<file path="src/rtl/csr_file.sv">
// csr_file: LoongArch architectural CSR file with constant timer, interrupt request and LLbit.
// Optional feature macro CSR_RD_BYPASS_EN forwards a same-cycle writeback CSR write to the read port.
module csr_file #(
  parameter int TIMER_W = 32,
  parameter int HWI_N   = 8
) (
  input  logic             clk,
  input  logic             rst,
  input  logic             wb_csr_write_en,
  input  logic [13:0]      wb_csr_write_addr,
  input  logic [31:0]      wb_csr_write_data,
  input  logic             wb_LLbit_write_en,
  input  logic             wb_LLbit_write_data,
  input  logic [13:0]      csr_read_addr,
  output logic [31:0]      csr_read_data,
  input  logic             excp_valid,
  input  logic [5:0]       excp_ecode,
  input  logic [8:0]       excp_esubcode,
  input  logic [31:0]      excp_pc,
  input  logic             excp_badv_valid,
  input  logic [31:0]      excp_badv,
  input  logic             ertn_valid,
  input  logic [HWI_N-1:0] hw_int,
  output logic [31:0]      eentry,
  output logic [31:0]      era,
  output logic             irq_pending,
  output logic [1:0]       crmd_plv,
  output logic             LLbit
);

  localparam logic [13:0] ADDR_CRMD   = 14'h000;
  localparam logic [13:0] ADDR_PRMD   = 14'h001;
  localparam logic [13:0] ADDR_ECFG   = 14'h004;
  localparam logic [13:0] ADDR_ESTAT  = 14'h005;
  localparam logic [13:0] ADDR_ERA    = 14'h006;
  localparam logic [13:0] ADDR_BADV   = 14'h007;
  localparam logic [13:0] ADDR_EENTRY = 14'h00C;
  localparam logic [13:0] ADDR_SAVE0  = 14'h030;
  localparam logic [13:0] ADDR_SAVE1  = 14'h031;
  localparam logic [13:0] ADDR_SAVE2  = 14'h032;
  localparam logic [13:0] ADDR_SAVE3  = 14'h033;
  localparam logic [13:0] ADDR_TID    = 14'h040;
  localparam logic [13:0] ADDR_TCFG   = 14'h041;
  localparam logic [13:0] ADDR_TVAL   = 14'h042;
  localparam logic [13:0] ADDR_TICLR  = 14'h044;
  localparam logic [13:0] ADDR_LLBCTL = 14'h060;

  logic [8:0]       crmd_q, crmd_d;
  logic [2:0]       prmd_q, prmd_d;
  logic [12:0]      ecfg_q, ecfg_d;
  logic [1:0]       estat_sw_q, estat_sw_d;
  logic [HWI_N-1:0] estat_hwi_q, estat_hwi_d;
  logic             timer_flag_q, timer_flag_d;
  logic [5:0]       ecode_q, ecode_d;
  logic [8:0]       esub_q, esub_d;
  logic [31:0]      era_q, era_d;
  logic [31:0]      badv_q, badv_d;
  logic [25:0]      eentry_q, eentry_d;
  logic [31:0]      save_q [4];
  logic [31:0]      save_d [4];
  logic [31:0]      tid_q, tid_d;
  logic [31:0]      tcfg_q, tcfg_d;
  logic [TIMER_W-1:0] tval_q, tval_d;
  logic             llbit_q, llbit_d;
  logic             klo_q, klo_d;

  logic        wr_crmd, wr_prmd, wr_ecfg, wr_estat, wr_era, wr_badv, wr_eentry;
  logic        wr_save, wr_tid, wr_tcfg, wr_ticlr, wr_llbctl;
  logic        timer_expire;
  logic [7:0]  hwi_is;
  logic [12:0] is_vec;
  logic [31:0] estat_rd;
  logic [31:0] read_raw;

  assign wr_crmd   = wb_csr_write_en && (wb_csr_write_addr == ADDR_CRMD);
  assign wr_prmd   = wb_csr_write_en && (wb_csr_write_addr == ADDR_PRMD);
  assign wr_ecfg   = wb_csr_write_en && (wb_csr_write_addr == ADDR_ECFG);
  assign wr_estat  = wb_csr_write_en && (wb_csr_write_addr == ADDR_ESTAT);
  assign wr_era    = wb_csr_write_en && (wb_csr_write_addr == ADDR_ERA);
  assign wr_badv   = wb_csr_write_en && (wb_csr_write_addr == ADDR_BADV);
  assign wr_eentry = wb_csr_write_en && (wb_csr_write_addr == ADDR_EENTRY);
  assign wr_save   = wb_csr_write_en && (wb_csr_write_addr[13:2] == ADDR_SAVE0[13:2]);
  assign wr_tid    = wb_csr_write_en && (wb_csr_write_addr == ADDR_TID);
  assign wr_tcfg   = wb_csr_write_en && (wb_csr_write_addr == ADDR_TCFG);
  assign wr_ticlr  = wb_csr_write_en && (wb_csr_write_addr == ADDR_TICLR);
  assign wr_llbctl = wb_csr_write_en && (wb_csr_write_addr == ADDR_LLBCTL);

  // Next state: the writeback write is applied first, then the commit-point
  // exception/ertn updates are overlaid since they are younger.
  always_comb begin
    crmd_d       = crmd_q;
    prmd_d       = prmd_q;
    ecfg_d       = ecfg_q;
    estat_sw_d   = estat_sw_q;
    estat_hwi_d  = hw_int;
    timer_flag_d = timer_flag_q;
    ecode_d      = ecode_q;
    esub_d       = esub_q;
    era_d        = era_q;
    badv_d       = badv_q;
    eentry_d     = eentry_q;
    save_d       = save_q;
    tid_d        = tid_q;
    tcfg_d       = tcfg_q;
    tval_d       = tval_q;
    llbit_d      = llbit_q;
    klo_d        = klo_q;
    timer_expire = 1'b0;

    if (wr_crmd)   crmd_d     = wb_csr_write_data[8:0];
    if (wr_prmd)   prmd_d     = wb_csr_write_data[2:0];
    if (wr_ecfg)   ecfg_d     = {wb_csr_write_data[12:11], 1'b0, wb_csr_write_data[9:0]};
    if (wr_estat)  estat_sw_d = wb_csr_write_data[1:0];
    if (wr_era)    era_d      = wb_csr_write_data;
    if (wr_badv)   badv_d     = wb_csr_write_data;
    if (wr_eentry) eentry_d   = wb_csr_write_data[31:6];
    if (wr_save)   save_d[wb_csr_write_addr[1:0]] = wb_csr_write_data;
    if (wr_tid)    tid_d      = wb_csr_write_data;
    if (wr_tcfg)   tcfg_d     = wb_csr_write_data;
    if (wr_llbctl) begin
      if (wb_csr_write_data[1]) llbit_d = 1'b0;
      if (wb_csr_write_data[2]) klo_d   = 1'b1;
    end

    // Expiry reloads in periodic mode, otherwise it disarms the timer at zero.
    if (wr_tcfg) begin
      tval_d = {wb_csr_write_data[TIMER_W-1:2], 2'b00};
    end else if (tcfg_q[0] && (tval_q != '0)) begin
      if (tval_q == TIMER_W'(1)) begin
        timer_expire = 1'b1;
        if (tcfg_q[1]) begin
          tval_d = {tcfg_q[TIMER_W-1:2], 2'b00};
        end else begin
          tval_d    = '0;
          tcfg_d[0] = 1'b0;
        end
      end else begin
        tval_d = tval_q - TIMER_W'(1);
      end
    end

    if (wr_ticlr && wb_csr_write_data[0]) timer_flag_d = 1'b0;
    if (timer_expire)                     timer_flag_d = 1'b1;

    if (wb_LLbit_write_en) llbit_d = wb_LLbit_write_data;

    if (excp_valid) begin
      prmd_d       = crmd_d[2:0];
      crmd_d[2:0]  = 3'b000;
      era_d        = excp_pc;
      ecode_d      = excp_ecode;
      esub_d       = excp_esubcode;
      if (excp_badv_valid) badv_d = excp_badv;
    end else if (ertn_valid) begin
      crmd_d[2:0] = prmd_d;
      klo_d       = 1'b0;
      llbit_d     = klo_q ? llbit_q : 1'b0;
    end
  end

  always_ff @(posedge clk) begin
    if (rst) begin
      crmd_q       <= 9'h008;
      prmd_q       <= '0;
      ecfg_q       <= '0;
      estat_sw_q   <= '0;
      estat_hwi_q  <= '0;
      timer_flag_q <= 1'b0;
      ecode_q      <= '0;
      esub_q       <= '0;
      era_q        <= '0;
      badv_q       <= '0;
      eentry_q     <= '0;
      save_q       <= '{default: '0};
      tid_q        <= '0;
      tcfg_q       <= '0;
      tval_q       <= '0;
      llbit_q      <= 1'b0;
      klo_q        <= 1'b0;
    end else begin
      crmd_q       <= crmd_d;
      prmd_q       <= prmd_d;
      ecfg_q       <= ecfg_d;
      estat_sw_q   <= estat_sw_d;
      estat_hwi_q  <= estat_hwi_d;
      timer_flag_q <= timer_flag_d;
      ecode_q      <= ecode_d;
      esub_q       <= esub_d;
      era_q        <= era_d;
      badv_q       <= badv_d;
      eentry_q     <= eentry_d;
      save_q       <= save_d;
      tid_q        <= tid_d;
      tcfg_q       <= tcfg_d;
      tval_q       <= tval_d;
      llbit_q      <= llbit_d;
      klo_q        <= klo_d;
    end
  end

  // Hardware interrupt lines occupy IS[9:2]; lines beyond eight are not architected.
  always_comb begin
    hwi_is = '0;
    for (int i = 0; (i < HWI_N) && (i < 8); i++) hwi_is[i] = estat_hwi_q[i];
  end

  assign is_vec   = {1'b0, timer_flag_q, 1'b0, hwi_is, estat_sw_q};
  assign estat_rd = {1'b0, esub_q, ecode_q, 3'b000, is_vec};

  always_comb begin
    read_raw = '0;
    case (csr_read_addr)
      ADDR_CRMD:   read_raw = {23'b0, crmd_q};
      ADDR_PRMD:   read_raw = {29'b0, prmd_q};
      ADDR_ECFG:   read_raw = {19'b0, ecfg_q};
      ADDR_ESTAT:  read_raw = estat_rd;
      ADDR_ERA:    read_raw = era_q;
      ADDR_BADV:   read_raw = badv_q;
      ADDR_EENTRY: read_raw = {eentry_q, 6'b0};
      ADDR_SAVE0:  read_raw = save_q[0];
      ADDR_SAVE1:  read_raw = save_q[1];
      ADDR_SAVE2:  read_raw = save_q[2];
      ADDR_SAVE3:  read_raw = save_q[3];
      ADDR_TID:    read_raw = tid_q;
      ADDR_TCFG:   read_raw = tcfg_q;
      ADDR_TVAL:   read_raw = 32'(tval_q);
      ADDR_LLBCTL: read_raw = {29'b0, klo_q, 1'b0, llbit_q};
      default:     read_raw = '0;
    endcase
  end

`ifdef CSR_RD_BYPASS_EN
  // TVAL, TICLR and LLBCTL get a zero mask so they are never forwarded.
  function automatic logic [31:0] write_mask(input logic [13:0] addr);
    case (addr)
      ADDR_CRMD:   return 32'h0000_01FF;
      ADDR_PRMD:   return 32'h0000_0007;
      ADDR_ECFG:   return 32'h0000_1BFF;
      ADDR_ESTAT:  return 32'h0000_0003;
      ADDR_EENTRY: return 32'hFFFF_FFC0;
      ADDR_ERA, ADDR_BADV, ADDR_SAVE0, ADDR_SAVE1, ADDR_SAVE2, ADDR_SAVE3,
      ADDR_TID, ADDR_TCFG: return 32'hFFFF_FFFF;
      default:     return 32'h0000_0000;
    endcase
  endfunction

  logic [31:0] byp_mask;
  assign byp_mask = (wb_csr_write_en && (wb_csr_write_addr == csr_read_addr))
                    ? write_mask(csr_read_addr) : 32'h0;
  assign csr_read_data = (read_raw & ~byp_mask) | (wb_csr_write_data & byp_mask);
`else
  assign csr_read_data = read_raw;
`endif

  assign eentry      = {eentry_q, 6'b0};
  assign era         = era_q;
  assign crmd_plv    = crmd_q[1:0];
  assign LLbit       = llbit_q;
  assign irq_pending = crmd_q[2] & (|(is_vec & ecfg_q));

endmodule

</file>
<file path="config.mk">
export PLATFORM = sky130hd
export DESIGN_NAME = csr_file
export DESIGN_NICKNAME = d
export VERILOG_FILES = /design/src/rtl/csr_file.sv
export SDC_FILE = /design/constraint.sdc
export NUM_CORES = 1
export LEC_CHECK = 0
export BUFFER_PORTS_ARGS = -buffer_cell sky130_fd_sc_hd__buf_2
export CAP_MARGIN = 40
export CORE_UTILIZATION = 30
export DETAILED_ROUTE_END_ITERATION = 8
export GPL_TIMING_DRIVEN = 0
export HOLD_SLACK_MARGIN = 0.12
export PLACE_DENSITY = 0.49
export SLEW_MARGIN = 15
export SYNTH_ARGS = -nofsm -noshare
export SYNTH_HDL_FRONTEND = slang
export SYNTH_SLANG_ARGS = --single-unit
</file>
<file path="constraint.sdc">
create_clock -name clk -period 4 [get_ports clk]
set_input_delay 0.2 -clock clk [delete_from_list [all_inputs] [get_ports clk]]
set_output_delay 0.2 -clock clk [all_outputs]
set_load 0.005 [all_outputs]
</file>
---- Yosys cells after proc, flatten, opt, wreduce, memory -nomap -nowiden ----
Index checks and enable logic that the tools add are counted.
cells by class
  add/sub/neg operators ................... 1
  $lt $le $gt $ge ......................... 2
  equal/unequal tests ..................... 27
  muxes and demuxes ....................... 37
  bitwise logic cells ..................... 3
  reductions and logical operators ........ 24
operator list
  operator               number
  $pmux 32 s15           1
  $mux 32                10
  $bwmux 128             1
  $eq 14x3->1 const B    8
  $eq 14x7->1 const B    8
  $demux 32 s2           1
  $eq 14x6->1 const B    4
  $eq 32x1->1 const B    1
  $reduce_bool 32->1     1
  $sub 32x1->32 const B  1
  $eq 14x1->1 const B    2
  $eq 14x4->1 const B    2
  $logic_not 14->1       2
  $mux 1                 20
  $logic_and 1x1->1      15
  $and 12x13->13         1
  $reduce_or 13->1       1
  $eq 12x4->1 const B    1
  $mux 3                 4
  $reduce_bool 2->1      3
  $reduce_or 2->1        2
  $ge 3x3->1 const B     1
  $lt 3x1->1 const B     1
  $ne 3x3->1 const B     1
  other kinds (2)        2
word-level totals
  flip-flop bits (word level) ............. 366
  input bits .............................. 155
  output and inout port bits .............. 100
  word-level logic and storage cells ...... 117

---- Logic depth before layout (Yosys ltp) ----
Gate-level depths: netlist of run 1.
  word-level depth ........................ 7
  mapped depth ............................ 10
  mapped depth without buffers ............ 8

---- Worst setup path after synthesis of run 1 ----
No wires, ideal clock.
  path type ............................... flip-flop to flip-flop
  start ................................... register tval_q[4]
  end ..................................... register tval_q[5]
  library setup time ...................... 132 ps
  data arrival time ....................... 2671 ps
  data required time ...................... 3868 ps
  slack ................................... 1197 ps
  cell stages (with the launch flop) ...... 11
  buffers on the path ..................... 5
  clock period less this slack ............ 2803 ps
  cell sequence ........................... dfxtp_1 buf_6 or4_1 clkbuf_1 or4_4 buf_6 o41a_1 buf_2 clkbuf_1 a21oi_1 nor3_1
on the way
  word-level cells in the longest chain between the ends .. 4
  elaborated cells between the ends (all ways) .. 8
  classes of those cells .................. add/sub: 1; eq/ne: 1; mux: 3; reduce/logical: 3
RTL lines
  element                                       RTL line  text
  start, declared                               63        logic [TIMER_W-1:0] tval_q, tval_d;
  start signal, assigned                        195       tval_q <= tval_d;
  $sub 32x1->32 or $eq 32x1->1 (tied branches)  138, 129
  $mux 32                                       129       if (tval_q == TIMER_W'(1)) begin
  $mux 32                                       128       end else if (tcfg_q[0] && (tval_q != '0)) begin
  $mux 32                                       126       if (wr_tcfg) begin
Several ways; a longest one is shown, not always the timed one. The select of a mux whose other input is x is not followed.
A chain may end at the register's enable or synchronous reset.

---- Final worst setup path of run 1 ----
  start ................................... input csr_read_addr[3]
  end ..................................... output csr_read_data[8]
on the way
  word-level cells in the longest chain between the ends .. 2
  elaborated cells between the ends (all ways) .. 16
  classes of those cells .................. eq/ne: 14; mux: 1; reduce/logical: 1
RTL lines
  element                              RTL line  text
  start, declared                      14        input logic [13:0] csr_read_addr,
  $eq 14x7->1 (tied with other cells)  212       case (csr_read_addr)
  $pmux 32 s15 *                       212
  end, declared                        15        output logic [31:0] csr_read_data,
Every way passes the cells marked *; elsewhere a longest branch is shown, timed or not.

==> flow_summary.yaml, run 1 <==
routing:
  drc: 0
  routed_wl_um: 81680
  dr.pass1.iters: 8
  routedWlPerCell_um: 24.87
  top_layer: "met4"
  met1Wirelength_um: 34930
  vias: 18410
  drt_iter0_drc: 2108
  ant_nets: 0
  drt-vias-per-instance: 5.606
  wl_met2_um: 37850
  wl_met3_um: 6247
die:
  pin_count: 255
  initial_utilization_pct: 30.34
  dieWidth_um: 240.8
  dieArea_sq_um: 57990
  core_area_sq_um: 56390
  die_h_um: 240.8
  num_rows: 87
clocking:
  cts_setup_buffers: 0
  clk_pin_slew_ns: 0.06
  clock-sinks: 366
  numCtsBuffers: 42
  cts_buffer_depth: 3
  cts_root_buf: "clkbuf_16"
  h-tree-depth: 2
  clk_latency_ns: 0.59
  cts_tree: "done"
finish:
  n_antenna_cell: 0
  fillers: 5876
  drive_gt1_share_pct: 15.27
  final_cells: 3284
  nets: 2655
  area_growth_pct: 29.97
  final_area_sq_um: 22240
sta:
  setup_tns_ns: 0
  period_minus_slack_ns: 3.796
  rsz0062_at_grt: "no"
  setup_viol: 0
  worst_slack_ns: 0.2036
  finalHoldViolations: 0
  finalClockSkew_ns: 0.03035
  fmax_mhz: 263.4
  timing.hold.ws_ns: 0.1267
  finalMaxSlewViolations: 0
  worst_slew_pin_slew_ns: 0.9416
  maxSlewHeadroom_pct: 37.23
  timing.final.crit_share_pct: 94.91
yosys:
  synth_top_family_by_area: "compound AO/OA/AOI/OAI gates"
  synthCells: 2069
  synth_largest_area_cell: "dfxtp_1"
  synth_xor_area_share_pct: 0.8702
  synthArstFlopShare_pct: 0
  yosys.area_share.simple_pct: 20.29
  yosysUniqueCellTypes: 62
  synth.most_common_cell: "nand2_1"
  ys.flop_type: "dfxtp_1"
  synth_top_area_share_pct: 42.82
  seq_area_frac_synth_pct: 42.82
  ys_warn_count: 0
  synthAdderAreaFrac_pct: 0.2194
  ys_top_cells_by_area: "dfxtp_1, nand2_1, mux2i_1, a21oi_1, nor2_1"
  netlist_area_sq_um: 17110
  synth.top_cells.by_count: "nand2_1, dfxtp_1, nor2_1, a21oi_1, clkbuf_1"
  synth_compound_area_share_pct: 20.65
  yosys_register_bits: 366
  synth-edff-count: 0
  syn_avg_cell_area_sq_um: 8.270
  muxShareOfSynthArea_pct: 10.01
power_and_ir_drop:
  powerDensity_nw_per_um2: 381.5
  power_leakage_uw: 0.008110
  ir_drop_v: 0.0002792
global_route:
  grtUsageTotal_pct: 27.61
  grt_pass1_wl_um: 117700
  antenna_found_initial: 1
  grt_pass1_vias: 17350
  grt_max_degree: 14
  grt_overflow: 0
place:
  post_dp_cell_area_sq_um: 19540
  routabilityCongestion: 0.9152
  dp_hpwl_um: 61410
  place_ws_ns: -0.2444
  portBuffers: 225
  placedCellCount: 3087
setup_path:
  start_kind: "input pin"
  r2r_cells: 9
  crit_required_ns: 3.80
  critPathMaxFanout: 10
  worst-setup-path-type: "in -> out"
  cp.arrival_ns: 3.60
  end_kind: "output pin"
worst_hold_path:
  min_delay_path_depth: 3
  hp-class: "in -> reg"
outcome:
  status: "complete, no violations"
job:
  max_cap_viol_count: 0
cells by family (layout without fill, tap and decap cells):
logic type	after synthesis	after routing
compound gates	512	512
simple gates	794	794
flops	366	366
other cells	1	6
buf+inv	214	668
mux	162	162
fa+ha+maj	3	3
xor+xnor	17	17
cell type report:
cell class	count	area, sq um	area share [%]
Tap cell	756	945.9	4.254
Clock inverter	12	191.4	0.8609
Timing Repair Buffer	379	2654	11.93
Multi-Input combinational cell	1494	8970	40.34
Buffer	207	850.8	3.826
Inverter	7	26.28	0.1182
Clock buffer	63	1272	5.722
Sequential cell	366	7327	32.95
path summary, 6_finish.rpt:
| check | endpoint | startpoint | slack, ns |
|---|---|---|---|
| max reg2reg | tval_q[28]$_SDFFE_PP0P_ | tval_q[5]$_SDFFE_PP0P_ | 0.35 |
| min reg2reg | tid_q[21]$_SDFFE_PP0P_ | tid_q[21]$_SDFFE_PP0P_ | 0.45 |
| max | csr_read_data[8] | csr_read_addr[3] | 0.20 |
| min | save_q[120]$_SDFFE_PP0P_ | wb_csr_write_data[24] | 0.13 |
routing by layer:
metal / vias up / track usage, %
li1: 8310 / -
met2: 917 / 45.58
met3: 154 / 3.694
met1: 9030 / 36.96
met5: - / 0
met4: 0 / 9.225
registers in the layout (all words and copies together) (netlist names):
signal / flops
LLbit: 1
estat_hwi_q: 8
tval_q: 32
era: 32
klo_q: 1
badv_q: 32
timer_flag_q: 1
ecode_q: 6
estat_sw_q: 2
ecfg_q: 12
crmd_q: 9
save_q: 128
esub_q: 9
eentry_q: 26
prmd_q: 3
tcfg_q: 32
tid_q: 32
per-stage QoR:
stage | total power [uW] | utilization (%)
2_1_floorplan | 4047 | -
3_3_place_gp | 4316 | 34.05
3_5_place_dp | 4337 | 34.66
4_1_cts | 8515 | 39.34
5_1_grt | 8722 | 39.44
6_report | 8484 | 39.44
layout by cell type, fill, tap and decap left out, types with 7 or more instances in the layout:
cell type	count
inv_1	7
or4_1	17
nand2_1	383
nor2b_1	17
mux2_2	13
and3_1	9
dlygate4sd3_1	117
nand2b_1	8
o21ai_0	32
a22o_1	32
a211oi_1	50
a222oi_1	65
clkbuf_16	44
clkbuf_8	10
or3_1	11
buf_6	18
a221oi_1	28
nor3_1	27
nand3_1	19
clkbuf_1	183
a21oi_1	208
buf_4	19
a22oi_1	37
a21boi_0	21
buf_2	240
nor2_1	217
xor2_1	11
mux2i_1	143
nand4_1	33
dfxtp_1	366
nor4_1	22
a21o_1	7
buf_1	9
power by group:
group          leakage [uW]  switching [uW]  internal, uW
Sequential          0.00297            43.4          3700
Clock              0.000717            1660          2460
Combinational       0.00443             367           251
Total               0.00811            2070          6410
timing repair:
| action | 4_1_cts | 5_1_grt |
|---|---|---|
| endpoints found under the setup margin | 14 | 0 |
| hold endpoints to repair | 131 | 0 |
| gates resized for setup | 2 | 0 |
| hold buffers | 117 | 0 |
worst max-delay path: stages:
cell and delay, ns:
clkbuf_1 0.24, or4_1 0.61, or4_1 0.49, nor3b_1 0.54
clkbuf_1 0.70, a221oi_1 0.25, nand3_1 0.19, a221o_1 0.22
buf_2 0.15
(Power assumes the default switching activity.)
==> run 2: changes to the inputs <==
--- a/config.mk
+++ b/config.mk
@@ -12,6 +12,7 @@
 export GPL_TIMING_DRIVEN = 0
 export HOLD_SLACK_MARGIN = 0.12
 export PLACE_DENSITY = 0.49
+export REMOVE_ABC_BUFFERS = 1
 export SLEW_MARGIN = 15
 export SYNTH_ARGS = -nofsm -noshare
 export SYNTH_HDL_FRONTEND = slang
==> flow_summary.yaml, run 2 (synthesized netlist as in run 1, its figures left out) <==
finish:
  layout_common_cells: "nand2_1, dfxtp_1, buf_2"
  final_cells: 3229
  largest-register: "save_q"
  layout_commonest_cell: "nand2_1"
  drive_gt1_share_pct: 18.86
  final_area_sq_um: 23090
  nets: 2593
  area_growth_pct: 34.95
  largest_reg_flops: 128
clocking:
  clk_latency_ns: 0.57
  cts_resized: 0
  clock-sinks: 366
  numCtsBuffers: 45
  cts_setup_buffers: 0
  cts_tree: "done"
  cts_buffer_depth: 3
  clk_pin_slew_ns: 0.06
  cts_root_buf: "clkbuf_16"
  h-tree-depth: 2
setup_path:
  cp.arrival_ns: 3.51
  critPathMaxFanout: 31
  r2r_end: "tval_q[19]$_SDFFE_PP0P_"
  crit_required_ns: 3.80
  r2r_slack_ns: 0.70
  r2r_cells: 7
  worst_path_max_delay_cell: "nor3b_2"
  cpPeakStageDelay_ns: 0.69
  start_kind: "input pin"
  worst-setup-path-type: "in -> out"
  reg2reg_from: "tval_q[4]$_SDFFE_PP0P_"
  cp_cell_sequence: "buf_2 > or4_1 > or4_1 > nor3b_2 > buf_6 > buf_4 > a22o_1 > a221oi_1 > nand3_1 > buf_2"
  end_kind: "output pin"
global_route:
  globalRouteMet3Util_pct: 2.882
  antenna_found_initial: 2
  use_met1_pct: 28.43
  grt_pass1_wl_um: 100500
  grt_pass1_vias: 16840
  grt_overflow: 0
  grtUsageTotal_pct: 22.43
  busiest_layer: "met2"
  grtUsageMet2_pct: 39.40
  grt_max_degree: 135
place:
  post_dp_cell_area_sq_um: 19590
  placedCellCount: 2955
  dp_hpwl_um: 46490
  place_ws_ns: 0.2157
  routabilityCongestion: 0.8156
  portBuffers: 248
die:
  core_area_sq_um: 56390
  die_h_um: 240.8
  dieArea_sq_um: 57990
  dieWidth_um: 240.8
  initial_utilization_pct: 30.34
  pin_count: 255
  num_rows: 87
routing:
  ant_nets: 0
  drc: 0
  drt-vias-per-instance: 5.382
  drt_iter0_drc: 1418
  routedWlPerCell_um: 20.47
  dr.pass1.iters: 9
  routed_wl_um: 66100
  vias: 17380
outcome:
  status: "complete, no violations"
worst_hold_path:
  hold-path-endpoint: "era[7]$_SDFFE_PP0P_"
  min_delay_path_depth: 2
  hp-start: "rst"
  hp-class: "in -> reg"
power_and_ir_drop:
  powerDensity_nw_per_um2: 377.3
  ir_drop_v: 0.0002821
  power_leakage_uw: 0.008619
  p_total_uw: 8713
sta:
  fmax_mhz: 269.6
  timing.final.crit_share_pct: 92.74
  period_minus_slack_ns: 3.709
  finalMaxSlewViolations: 0
  maxSlewHeadroom_pct: 40.01
  finalClockSkew_ns: 0.01392
  finalHoldViolations: 0
  worst_slew_pin_slew_ns: 0.8979
  rsz0062_at_grt: "no"
  setup_viol: 0
  worst_slack_ns: 0.2906
  setup_tns_ns: 0
job:
  max_cap_viol_count: 0
==> run 2: cell types whose count changed in the layout (fill, tap and decap cells not counted), moves of 7 or more <==
| cell | change |
|---|---|
| nor2_1 | -7 |
| buf_16 | +11 |
| buf_6 | -9 |
| clkbuf_1 | -177 |
| dlygate4sd3_1 | +71 |
| nor2_4 | +7 |
| buf_2 | +29 |
| buf_4 | +11 |
| buf_1 | -9 |
| buf_12 | +8 |
==> run 2: worst max path at each step <==
stage	from	endpoint	slack, ns
after floorplan	wb_csr_write_addr[11]	tcfg_q[0]$_SDFF_PP0_	-0.68
after global placement	csr_read_addr[1]	csr_read_data[9]	-5.46
after detailed placement	wb_csr_write_addr[11]	save_q[64]$_SDFFE_PP0P_	0.22
after CTS	csr_read_addr[1]	csr_read_data[7]	0.33
after global routing	csr_read_addr[1]	csr_read_data[7]	0.21
final	csr_read_addr[1]	csr_read_data[6]	0.29
==> run 2: cell type report <==
| type | instances | area (sq um) |
|---|---|---|
| diodes | 2 | 5.005 |
| clock buffers | 65 | 1364 |
| clock inverters | 18 | 240.2 |
| fillers | 5696 | 33300 |
| inverters | 7 | 26.28 |
| multi-input cells | 1494 | 9081 |
| flip-flops and latches | 366 | 7328 |
| well taps | 756 | 945.9 |
| repair buffers | 521 | 4100 |
==> run 2: timing repair <==
item / CTS / global route
endpoints found under the setup margin: 0 / 0
hold buffers: 188 / 0
hold endpoints to repair: 359 / 0
==> run 2: report_power, final <==
group          internal, uW  switching (uW)
combinational           289             300
clock                  2700            1690
sequential             3700            34.7
==> run 2: worst max-delay path, delay by kind of cell <==
kind / cells / cell delay (ns)
AO/OA/AOI/OAI: 2 / 0.23
AND/OR/NAND/NOR: 4 / 2.08
buffers and inverters: 4 / 0.96
==> run 2: metrics by stage <==
step	util, %	hold WS [ns]
final	40.95	0.1576
after global routing	40.95	0.1579
after detailed placement	34.75	0.4135
after floorplan	-	0.2691
after global placement	32.75	0.4208
after CTS	40.93	0.1283
==> run 2: metal layers <==
layer | share of wire [%] | vias up | routed length, um
met5 | 0 | - | 0
met4 | 2.3 | 0 | 1539
met3 | 6.0 | 106 | 3995
met2 | 49 | 618 | 32480
met1 | 42 | 8457 | 28090
li1 | - | 8196 | -
